$ cat src/rtl/wc_tile_sched_pkg.sv
// Shared constants and types for the Winograd F(6,3) tile scheduler.
//   TILE_N  samples per WC input tile
//   OUT_N   outputs per tile, which is also the tile stride
//   OVERLAP samples carried from one tile into the next
//   SAMP_W  sample/output width
`timescale 1ns/1ps
package wc_tile_sched_pkg;

  localparam int unsigned TILE_N  = 8;
  localparam int unsigned OUT_N   = 6;
  localparam int unsigned OVERLAP = 2;
  localparam int unsigned SAMP_W  = 10;
  localparam int unsigned TILE_W  = TILE_N * SAMP_W;  // wc_D width
  localparam int unsigned RES_W   = OUT_N * SAMP_W;   // wc_Z / m_data width

  typedef enum logic [1:0] {
    StFillFirst,
    StFill,
    StIssue
  } state_e;

  // One stage of the WC latency tracker.
  typedef struct packed {
    logic vld;
    logic last;
  } tag_t;

endpackage

$ cat src/rtl/wc_tile_sched_if.sv
// Bus bundle for wc_tile_sched: input sample stream (s_*), WC core tile/result
// (wc_D out, wc_Z in) and output result stream (m_*).
//   slave  : scheduler view (consumes s_*, drives wc_D and m_*)
//   master : environment view (drives s_*, wc_Z, m_ready)
`timescale 1ns/1ps
interface wc_tile_sched_if;
  import wc_tile_sched_pkg::*;

  logic              s_valid;
  logic              s_ready;
  logic [SAMP_W-1:0] s_data;
  logic              s_last;
  logic [TILE_W-1:0] wc_D;
  logic [RES_W-1:0]  wc_Z;
  logic              m_valid;
  logic              m_ready;
  logic [RES_W-1:0]  m_data;
  logic              m_last;

  modport slave (
    input  s_valid, s_data, s_last, wc_Z, m_ready,
    output s_ready, wc_D, m_valid, m_data, m_last
  );

  modport master (
    output s_valid, s_data, s_last, wc_Z, m_ready,
    input  s_ready, wc_D, m_valid, m_data, m_last
  );

endinterface

$ cat src/rtl/wc_tile_sched_res_fifo.sv
// wc_res_fifo: synchronous first-word-fall-through result FIFO.
//   clk, rst  clock, asynchronous active-high reset
//   push_i    write wdata_i (ignored only if full without a same-cycle pop)
//   pop_i     consume head entry (ignored when empty)
//   rdata_o   head entry, valid whenever empty_o is low
//   empty_o, full_o, count_o  occupancy status
`timescale 1ns/1ps
module wc_res_fifo #(
  parameter int unsigned Width = 61,
  parameter int unsigned Depth = 4,
  localparam int unsigned CntW = $clog2(Depth + 1),
  localparam int unsigned PtrW = (Depth > 1) ? $clog2(Depth) : 1
) (
  input  logic            clk,
  input  logic            rst,
  input  logic            push_i,
  input  logic [Width-1:0] wdata_i,
  input  logic            pop_i,
  output logic [Width-1:0] rdata_o,
  output logic            empty_o,
  output logic            full_o,
  output logic [CntW-1:0] count_o
);

  logic [Width-1:0] mem_q [Depth];
  logic [Width-1:0] mem_d [Depth];
  logic [PtrW-1:0]  wr_ptr_q, wr_ptr_d, rd_ptr_q, rd_ptr_d;
  logic [CntW-1:0]  count_q, count_d;
  logic             do_push, do_pop;

  function automatic logic [PtrW-1:0] ptr_inc(input logic [PtrW-1:0] p);
    return (p == PtrW'(Depth - 1)) ? '0 : p + PtrW'(1);
  endfunction

  assign empty_o = (count_q == '0);
  assign full_o  = (count_q == CntW'(Depth));
  assign count_o = count_q;
  assign rdata_o = mem_q[rd_ptr_q];

  // A pop frees the head slot this cycle, so push on full is fine alongside it.
  assign do_pop  = pop_i & ~empty_o;
  assign do_push = push_i & (~full_o | do_pop);

  always_comb begin
    mem_d    = mem_q;
    wr_ptr_d = wr_ptr_q;
    rd_ptr_d = rd_ptr_q;
    count_d  = count_q;
    if (do_push) begin
      mem_d[wr_ptr_q] = wdata_i;
      wr_ptr_d        = ptr_inc(wr_ptr_q);
    end
    if (do_pop) begin
      rd_ptr_d = ptr_inc(rd_ptr_q);
    end
    case ({do_push, do_pop})
      2'b10:   count_d = count_q + CntW'(1);
      2'b01:   count_d = count_q - CntW'(1);
      default: count_d = count_q;
    endcase
  end

  always_ff @(posedge clk or posedge rst) begin
    if (rst) begin
      wr_ptr_q <= '0;
      rd_ptr_q <= '0;
      count_q  <= '0;
    end else begin
      wr_ptr_q <= wr_ptr_d;
      rd_ptr_q <= rd_ptr_d;
      count_q  <= count_d;
    end
  end

  // Storage needs no reset; occupancy is tracked by the pointers.
  always_ff @(posedge clk) begin
    mem_q <= mem_d;
  end

  a_no_overflow: assert property (@(posedge clk) disable iff (rst)
    !(push_i && full_o && !pop_i));

endmodule

$ cat src/rtl/wc_tile_sched.sv
// wc_tile_sched: cuts a valid/ready sample stream into overlapping 8-sample
// tiles (stride 6) for the Winograd core, tracks the core's fixed latency with
// a tag shift register and buffers results in a FIFO. Issue is credit-gated so
// no core result can ever find the FIFO full.
//   clk, rst   clock, asynchronous active-high reset
//   bus        wc_tile_sched_if.slave: s_* input stream, wc_D/wc_Z core
//              tile/result, m_* result stream
// Parameters: WC_LAT issue-to-result cycles (>=1), FIFO_DEPTH result entries.
`timescale 1ns/1ps
module wc_tile_sched
  import wc_tile_sched_pkg::*;
#(
  parameter int unsigned WC_LAT     = 3,
  parameter int unsigned FIFO_DEPTH = 4
) (
  input  logic            clk,
  input  logic            rst,
  wc_tile_sched_if.slave  bus
);

  localparam int unsigned CntW = $clog2(FIFO_DEPTH + 1);

  state_e            state_q, state_d;
  logic [3:0]        cnt_q, cnt_d;
  logic [SAMP_W-1:0] win_q [TILE_N];
  logic [SAMP_W-1:0] win_d [TILE_N];
  logic              last_pend_q, last_pend_d;
  logic [TILE_W-1:0] wc_d_q, wc_d_d;
  tag_t              tag_q [WC_LAT];
  tag_t              tag_d [WC_LAT];

  logic              accept, issue, credit_ok;
  logic [CntW-1:0]   inflight, fifo_count;
  logic              fifo_empty, fifo_full;
  logic [RES_W:0]    fifo_rdata;

  assign bus.s_ready = (state_q != StIssue) & ~rst;
  assign accept      = bus.s_valid & bus.s_ready;
  assign bus.wc_D    = wc_d_q;

  // Results already buffered plus results still inside the core must leave
  // room for one more tile.
  always_comb begin
    inflight = '0;
    for (int i = 0; i < WC_LAT; i++) begin
      inflight = inflight + CntW'(tag_q[i].vld);
    end
  end
  assign credit_ok = ({1'b0, fifo_count} + {1'b0, inflight}) < (CntW + 1)'(FIFO_DEPTH);

  always_comb begin
    state_d     = state_q;
    cnt_d       = cnt_q;
    win_d       = win_q;
    last_pend_d = last_pend_q;
    wc_d_d      = wc_d_q;
    issue       = 1'b0;
    unique case (state_q)
      StFillFirst, StFill: begin
        // Slots at and above cnt are always zero here, so a short final tile
        // is zero-filled without extra work.
        if (accept) begin
          win_d[cnt_q[2:0]] = bus.s_data;
          cnt_d             = cnt_q + 4'd1;
          if (bus.s_last) begin
            last_pend_d = 1'b1;
            state_d     = StIssue;
          end else if (cnt_q == 4'(TILE_N - 1)) begin
            state_d = StIssue;
          end
        end
      end
      StIssue: begin
        if (credit_ok) begin
          issue       = 1'b1;
          last_pend_d = 1'b0;
          for (int k = 0; k < TILE_N; k++) begin
            wc_d_d[k*SAMP_W +: SAMP_W] = win_q[k];
            win_d[k]                   = '0;
          end
          if (last_pend_q) begin
            cnt_d   = '0;
            state_d = StFillFirst;
          end else begin
            for (int k = 0; k < OVERLAP; k++) begin
              win_d[k] = win_q[k + OUT_N];
            end
            cnt_d   = 4'(OVERLAP);
            state_d = StFill;
          end
        end
      end
      default: state_d = StFillFirst;
    endcase
  end

  always_comb begin
    tag_d[0] = '{vld: issue, last: issue & last_pend_q};
    for (int i = 1; i < WC_LAT; i++) begin
      tag_d[i] = tag_q[i-1];
    end
  end

  always_ff @(posedge clk or posedge rst) begin
    if (rst) begin
      state_q     <= StFillFirst;
      cnt_q       <= '0;
      win_q       <= '{default: '0};
      last_pend_q <= 1'b0;
      wc_d_q      <= '0;
      tag_q       <= '{default: '0};
    end else begin
      state_q     <= state_d;
      cnt_q       <= cnt_d;
      win_q       <= win_d;
      last_pend_q <= last_pend_d;
      wc_d_q      <= wc_d_d;
      tag_q       <= tag_d;
    end
  end

  wc_res_fifo #(
    .Width (RES_W + 1),
    .Depth (FIFO_DEPTH)
  ) u_res_fifo (
    .clk     (clk),
    .rst     (rst),
    .push_i  (tag_q[WC_LAT-1].vld),
    .wdata_i ({tag_q[WC_LAT-1].last, bus.wc_Z}),
    .pop_i   (bus.m_ready),
    .rdata_o (fifo_rdata),
    .empty_o (fifo_empty),
    .full_o  (fifo_full),
    .count_o (fifo_count)
  );

  assign bus.m_valid = ~fifo_empty;
  assign bus.m_data  = fifo_rdata[RES_W-1:0];
  assign bus.m_last  = fifo_rdata[RES_W] & ~fifo_empty;

endmodule
$ cat src/flat_wrapper.sv
// flat-port wrapper written by rule: the top's interface ports become plain ports
module wc_tile_sched_flat import wc_tile_sched_pkg::*;
#(
  parameter int unsigned WC_LAT     = 3,
  parameter int unsigned FIFO_DEPTH = 4
)
  (clk, rst, bus_s_valid, bus_s_data, bus_s_last, bus_wc_Z, bus_m_ready, bus_s_ready, bus_wc_D, bus_m_valid, bus_m_data, bus_m_last);
  wc_tile_sched_if bus_i ();
  input  logic clk;
  input  logic rst;
  input wire logic [$bits(bus_i.s_valid)-1:0] bus_s_valid;
  input wire logic [$bits(bus_i.s_data)-1:0] bus_s_data;
  input wire logic [$bits(bus_i.s_last)-1:0] bus_s_last;
  input wire logic [$bits(bus_i.wc_Z)-1:0] bus_wc_Z;
  input wire logic [$bits(bus_i.m_ready)-1:0] bus_m_ready;
  output wire logic [$bits(bus_i.s_ready)-1:0] bus_s_ready;
  output wire logic [$bits(bus_i.wc_D)-1:0] bus_wc_D;
  output wire logic [$bits(bus_i.m_valid)-1:0] bus_m_valid;
  output wire logic [$bits(bus_i.m_data)-1:0] bus_m_data;
  output wire logic [$bits(bus_i.m_last)-1:0] bus_m_last;
  assign bus_i.s_valid = bus_s_valid;
  assign bus_i.s_data = bus_s_data;
  assign bus_i.s_last = bus_s_last;
  assign bus_i.wc_Z = bus_wc_Z;
  assign bus_i.m_ready = bus_m_ready;
  assign bus_s_ready = bus_i.s_ready;
  assign bus_wc_D = bus_i.wc_D;
  assign bus_m_valid = bus_i.m_valid;
  assign bus_m_data = bus_i.m_data;
  assign bus_m_last = bus_i.m_last;
  wc_tile_sched #(.WC_LAT(WC_LAT), .FIFO_DEPTH(FIFO_DEPTH)) u_core (.clk(clk), .rst(rst), .bus(bus_i));
endmodule
$ cat config.mk
export PLATFORM = sky130hd
export DESIGN_NAME = wc_tile_sched_flat
export DESIGN_NICKNAME = d
export VERILOG_FILES = /design/src/rtl/wc_tile_sched_pkg.sv /design/src/rtl/wc_tile_sched_if.sv /design/src/rtl/wc_tile_sched_res_fifo.sv /design/src/rtl/wc_tile_sched.sv /design/src/flat_wrapper.sv
export SDC_FILE = /design/constraint.sdc
export NUM_CORES = 1
export LEC_CHECK = 0
export ABC_AREA = 0
export ABC_CLOCK_PERIOD_IN_PS = 12300
export CAP_MARGIN = 10
export CORE_AREA = 2 2 174 176
export DETAILED_ROUTE_END_ITERATION = 6
export DIE_AREA = 0 0 176 178
export GPL_ROUTABILITY_DRIVEN = 0
export PLACE_DENSITY_LB_ADDON = 0.1
export REMOVE_ABC_BUFFERS = 1
export SLEW_MARGIN = 20
export SYNTH_ARGS = -nofsm -noshare
export SYNTH_HDL_FRONTEND = slang
export SYNTH_SLANG_ARGS = --single-unit
$ cat constraint.sdc
create_clock -name clk -period 12.3 [get_ports clk]
set_input_delay 1.23 -clock clk [delete_from_list [all_inputs] [get_ports clk]]
set_output_delay 1.23 -clock clk [all_outputs]
set_load 0.01 [all_outputs]
# Word-level counts from Yosys, hierarchy flattened
# Index checks and enable logic that the tools add are counted.
# word_totals
word_cells	108
input_bits	75
regBits	424
out_inout_bits	143
# op_classes
add_sub_neg	8
bitwise_logic	13
magnitude_cmp	6
reduce_logical	11
n_eq_ne	13
n_mux	32
# op_table
op	count
bitwise mux 244 bit	1
two-way mux 61 bit	3
two-way mux 80 bit	2
case mux 80 bit (2 select lines)	1
binary-select mux 61 bit (select 2 bit)	1
demux 61 bit (select 2 bit)	1
bitwise mux 80 bit	1
demux 10 bit (select 3 bit)	1
two-way mux 20 bit	1
two-way mux 2 bit	7
two-way mux 10 bit	1
== test 2 bit, second input constant	4
two-way mux 4 bit	2
case mux 4 bit (2 select lines)	1
AND 1 bit	6
greater-or-equal comparator 3 bit, second input constant	2
two-way mux 1 bit	6
NOT 2 -> 3 bit	2
case mux 3 bit (2 select lines)	1
AND reduction 3 bit	2
adder 2 x 1 -> 2 bit, second input constant	2
adder 3 x 3 -> 4 bit	1
adder 4 x 1 -> 4 bit, second input constant	1
== test 2 x 1 -> 1 bit, second input constant	2
25 further kinds	31

# Logic depth before layout (Yosys ltp)
# depth
depth_word	8
depth_mapped	11
depth_no_buf	9

# Hierarchy
# From an unflattened synthesis, not the netlist that was laid out.
# hier_totals
cells_unflattened	985
hier_area_um2	15996.6
# by_module_without_submodules
module	area_each_um2	cells_per_inst	n_inst	seq_area_each_um2
wc_res_fifo	9246.4	361	1	7502.2
wc_tile_sched	6750.2	624	1	4329.2

# Least setup slack after synthesis
# No wires, ideal clock.
# synth_timing
path_type	in2reg
from	input port rst
to	register u_core.state_q[0]
arrival_ns	5.423
setup_time_ns	0.134
path_buffers	0
required_ns	12.166
path_slack_ns	6.743
path_stages	4
path_cell_list	inv_1 -> a21oi_1 -> o21ai_0 -> o21ai_0
# synth_via
elab_chain_cells	5
# synth_lines
item	line_no	text
start, declared	flat_wrapper.sv:10	input logic rst;
NOT 1 bit	wc_tile_sched.sv:37	assign bus.s_ready = (state_q != StIssue) & ~rst;
AND 1 bit	wc_tile_sched.sv:37	
AND 1 bit	wc_tile_sched.sv:38	assign accept = bus.s_valid & bus.s_ready;
!= test 2 x 1 -> 1 bit (no line)	n/a	
AND reduction 3 bit (no line)	n/a	
end signal, assigned	wc_tile_sched.sv:106	state_q <= StFillFirst;
end signal, assigned	wc_tile_sched.sv:113	state_q <= state_d;
end, declared	wc_tile_sched.sv:23	state_e state_q, state_d;
# No other way between the ends.
# A chain may end at the register's enable or synchronous reset.

# Worst setup path after layout
# layout_timing
from	register u_core.tag_q, in the netlist u_core.tag_d[1]
to	register u_core.win_q[21] (netlist name)
# layout_via
elab_chain_cells	6
# layout_lines
item	line_no	text
start, declared	wc_tile_sched.sv:29	tag_t tag_q [WC_LAT];
start signal, assigned	wc_tile_sched.sv:118	tag_q <= tag_d;
adder 1 x 1 -> 2 bit	wc_tile_sched.sv:46	inflight = inflight + CntW'(tag_q[i].vld);
adder 3 x 1 -> 3 bit	wc_tile_sched.sv:46	
adder 3 x 3 -> 4 bit	wc_tile_sched.sv:49	assign credit_ok = ({1'b0, fifo_count} + {1'b0, inflight}) < (CntW + 1)'(FIFO_DEPTH);
less-than comparator 4 x 3 -> 1 bit	wc_tile_sched.sv:49	
!= test 2 x 1 -> 1 bit (no line)	n/a	
AND reduction 3 bit (no line)	n/a	
end signal, assigned	wc_tile_sched.sv:115	win_q <= win_d;
end, declared	wc_tile_sched.sv:25	logic [SAMP_W-1:0] win_q [TILE_N];
# No other way between the ends.

==> impl_metrics.tcl <==
set metrics [dict create \
    status "complete, no violations" \
    syn_avg_cell_area_um2 16.30 \
    initial_core_util_pct 54.22 \
    die_x_um 176 \
    hold_violations 0 \
    rsz0062_at_grt "false" \
    num_vias 8812 \
    dr.first_iter.drc_count 604 \
    drt-total-wl_um 32560 \
    crit_top_cell "ha_1" \
    cap_violations 0 \
    portBuffers 217 \
    path_buf_inv 2 \
    ys_ff_latch 424 \
    cts-hold-fix-buffers 0 \
    clk_pin_slew_ns 0.06 \
    cts_root_buf "clkbuf_16" \
    worst-path-stages 10 \
    async_flop_share_pct 42.45 \
    grt_first_pass_wirelength_um 51850 \
    fin_nets 1286 \
    drc 0 \
    hp-class "register to register" \
    slew_headroom_pct 32.14 \
    ant_nets 0 \
    reg2regPathDepth 10 \
    clock_path_buffers 3 \
    yosys_warnings 0 \
    cpPeakStageDelay_ns 0.91 \
    track_usage_pct 21.34 \
    dp.cells 1543 \
    cp_slowest_cell "inv_2" \
    cts_post_setup_buffers_inserted 0 \
    hold_ws_ns 0.3498 \
    io_pins 218 \
    syn_to_final_growth_pct 24.65 \
    synth.distinct_cells 43 \
    cts.sinks 424 \
    cts_buffers 42 \
    clk_latency_ns 0.53 \
    tns_ns 0 \
    synth_edf_count 244 \
    timing.fmax_mhz 212.8 \
    crit_family "buffers and inverters" \
    cts_tree "yes" \
    fin_cells 1622 \
    dr.pass1.iters 4 \
    ys.flop_type "edfxtp_1" \
    avgViaCountPerCell 5.433 \
    syn_inst 978 \
    setup_viol 0 \
    wl_per_cell_um 20.08 \
    ys_seq_area_share_pct 74.21 \
    layout_worst_path_cycle_share_pct 38.21 \
    finClkSkew_ns 0.01284 \
    p_leak_nw 7.948 \
    cts_resized 0 \
    r2r_slack_ns 7.60 \
    placed_area_um2 18490 \
    ir_drop_mv 0.1307 \
    worstMarginPinSlew_ns 1.018 \
    design_area_um2 19870 \
    gr-total-overflow 0 \
    critPathCaptureType "register" \
    cp_max_fo 86 \
    fp.coreArea_um2 29400 \
    die_y_um 178 \
    syn_area_um2 15940 \
    dp_hpwl_um 19670 \
    cts-htree-levels 2 \
    required_ns 12.71 \
    grt_max_degree 115 \
    first_global_vias 9347 \
    layout_min_cycle_time_ns 4.700 \
    power_mw 4.585 \
    critPathLaunchType "register" \
    maxSlewViolCount 0 \
    rows 63 \
    powerDensity_nw_per_um2 230.7 \
    dieArea_um2 31330 \
    min_path_cells 0 \
    cp.arrival_ns 5.11 \
    cp_cell_sequence "ha_1 > ha_1 > ha_1 > ha_1 > nor3_1 > nand3_4 > inv_2 > buf_4 > nor2_1 > a22o_1" \
    drive_above_1_share_pct 13.74 \
    antenna_found_initial 1 \
    crit_type "register to register" \
]
-- stage by stage --
stage          setup WS (ns)  util, %
3_5_place_dp           7.509    62.88
4_1_cts                7.501    67.56
5_1_grt                7.091    67.58
3_3_place_gp           7.613    62.88
2_1_floorplan          6.164        -
6_report               7.600    67.59
-- power breakdown --
group / leakage (nW) / switching (mW) / internal (mW)
registers: 4.63 / 0.204 / 1.79
clock network: 0.674 / 0.519 / 0.745
logic: 2.64 / 0.610 / 0.715
-- cell families after synthesis --
family          count (synthesis)  synth area share [%]
buf+inv                        68                 1.821
mux                            83                 10.16
xor+xnor                        3                0.1648
flops                         424                 74.21
fa+ha+maj                      14                 1.193
compound gates                 97                 5.196
simple gates                  289                 7.252
-- layout by cell type (no fill, tap or decap), drive strengths merged, types with 5 or more instances in the layout --
master,instances
a21oi,5
a22o,77
and2,6
buf,12
clkbuf,55
clkdlybuf4s50,217
clkinv,15
dfrtp,180
edfxtp,244
ha,12
inv,16
mux2,21
mux4,61
nand2,246
nor2,15
nor3,8
o21ai,5
-- synthesized netlist by cell type, types with 2 or more instances --
cell type    n  area, µm²
nand2b_1     2      12.51
o2bb2ai_1    2      17.52
inv_1       13      48.80
nand3_1      2      10.01
o21ai_0      5      25.02
nor3_1       8      40.04
a21oi_1      5      25.02
nand2_1    246      923.4
fa_1         2      40.04
or3_1        2      12.51
a22o_1      77      674.4
dfrtp_1    180       4504
mux4_2      61       1374
ha_1        12      150.1
clkbuf_1    23      86.33
xnor2_1      2      17.52
buf_1       10      37.54
buf_2       19      95.09
nor2_1      15      56.30
edfxtp_1   244       7327
mux2_2      21      236.5
and2_1       6      37.54
-- registers in the layout, summed over array words and instances (netlist names) --
register / cells
u_core.win_q: 80
u_core.cnt_q: 4
u_core.tag_q: 2
u_core.tag_d: 4
u_core.u_res_fifo.mem_q: 244
u_core.u_res_fifo.rd_ptr_q: 2
u_core.u_res_fifo.count_o: 3
u_core.last_pend_q: 1
u_core.state_q: 2
u_core.u_res_fifo.wr_ptr_q: 2
u_core.bus.wc_D: 80
-- layout make-up --
class	instances	area, µm²
inverters	14	60.06
fillers	2023	9529
flip-flops and latches	424	11840
well taps	390	488.0
repair buffers	229	2262
multi-input cells	486	3845
diodes	2	5.005
clock buffers	55	1150
clock inverters	22	226.5
-- final timing paths --
path / startpoint / to
max in group asynchronous: rst / u_core.bus.wc_D[68]
min: u_core.tag_d[0] / u_core.tag_q[0]
max: u_core.tag_d[1] / u_core.win_q[21]
min in group asynchronous: rst / u_core.bus.wc_D[55]
min reg2reg: u_core.tag_d[0] / u_core.tag_q[0]
max reg2reg: u_core.tag_d[1] / u_core.win_q[21]
-- layer usage --
layer | global-route usage, % | wire, µm | vias up
met5 | 0 | 0 | -
met4 | 5.028 | 675 | 0
met3 | 4.348 | 1734 | 55
met2 | 35.43 | 15850 | 244
met1 | 29.54 | 14300 | 4473
li1 | - | - | 4040
Power figures use the tool's default switching activity.
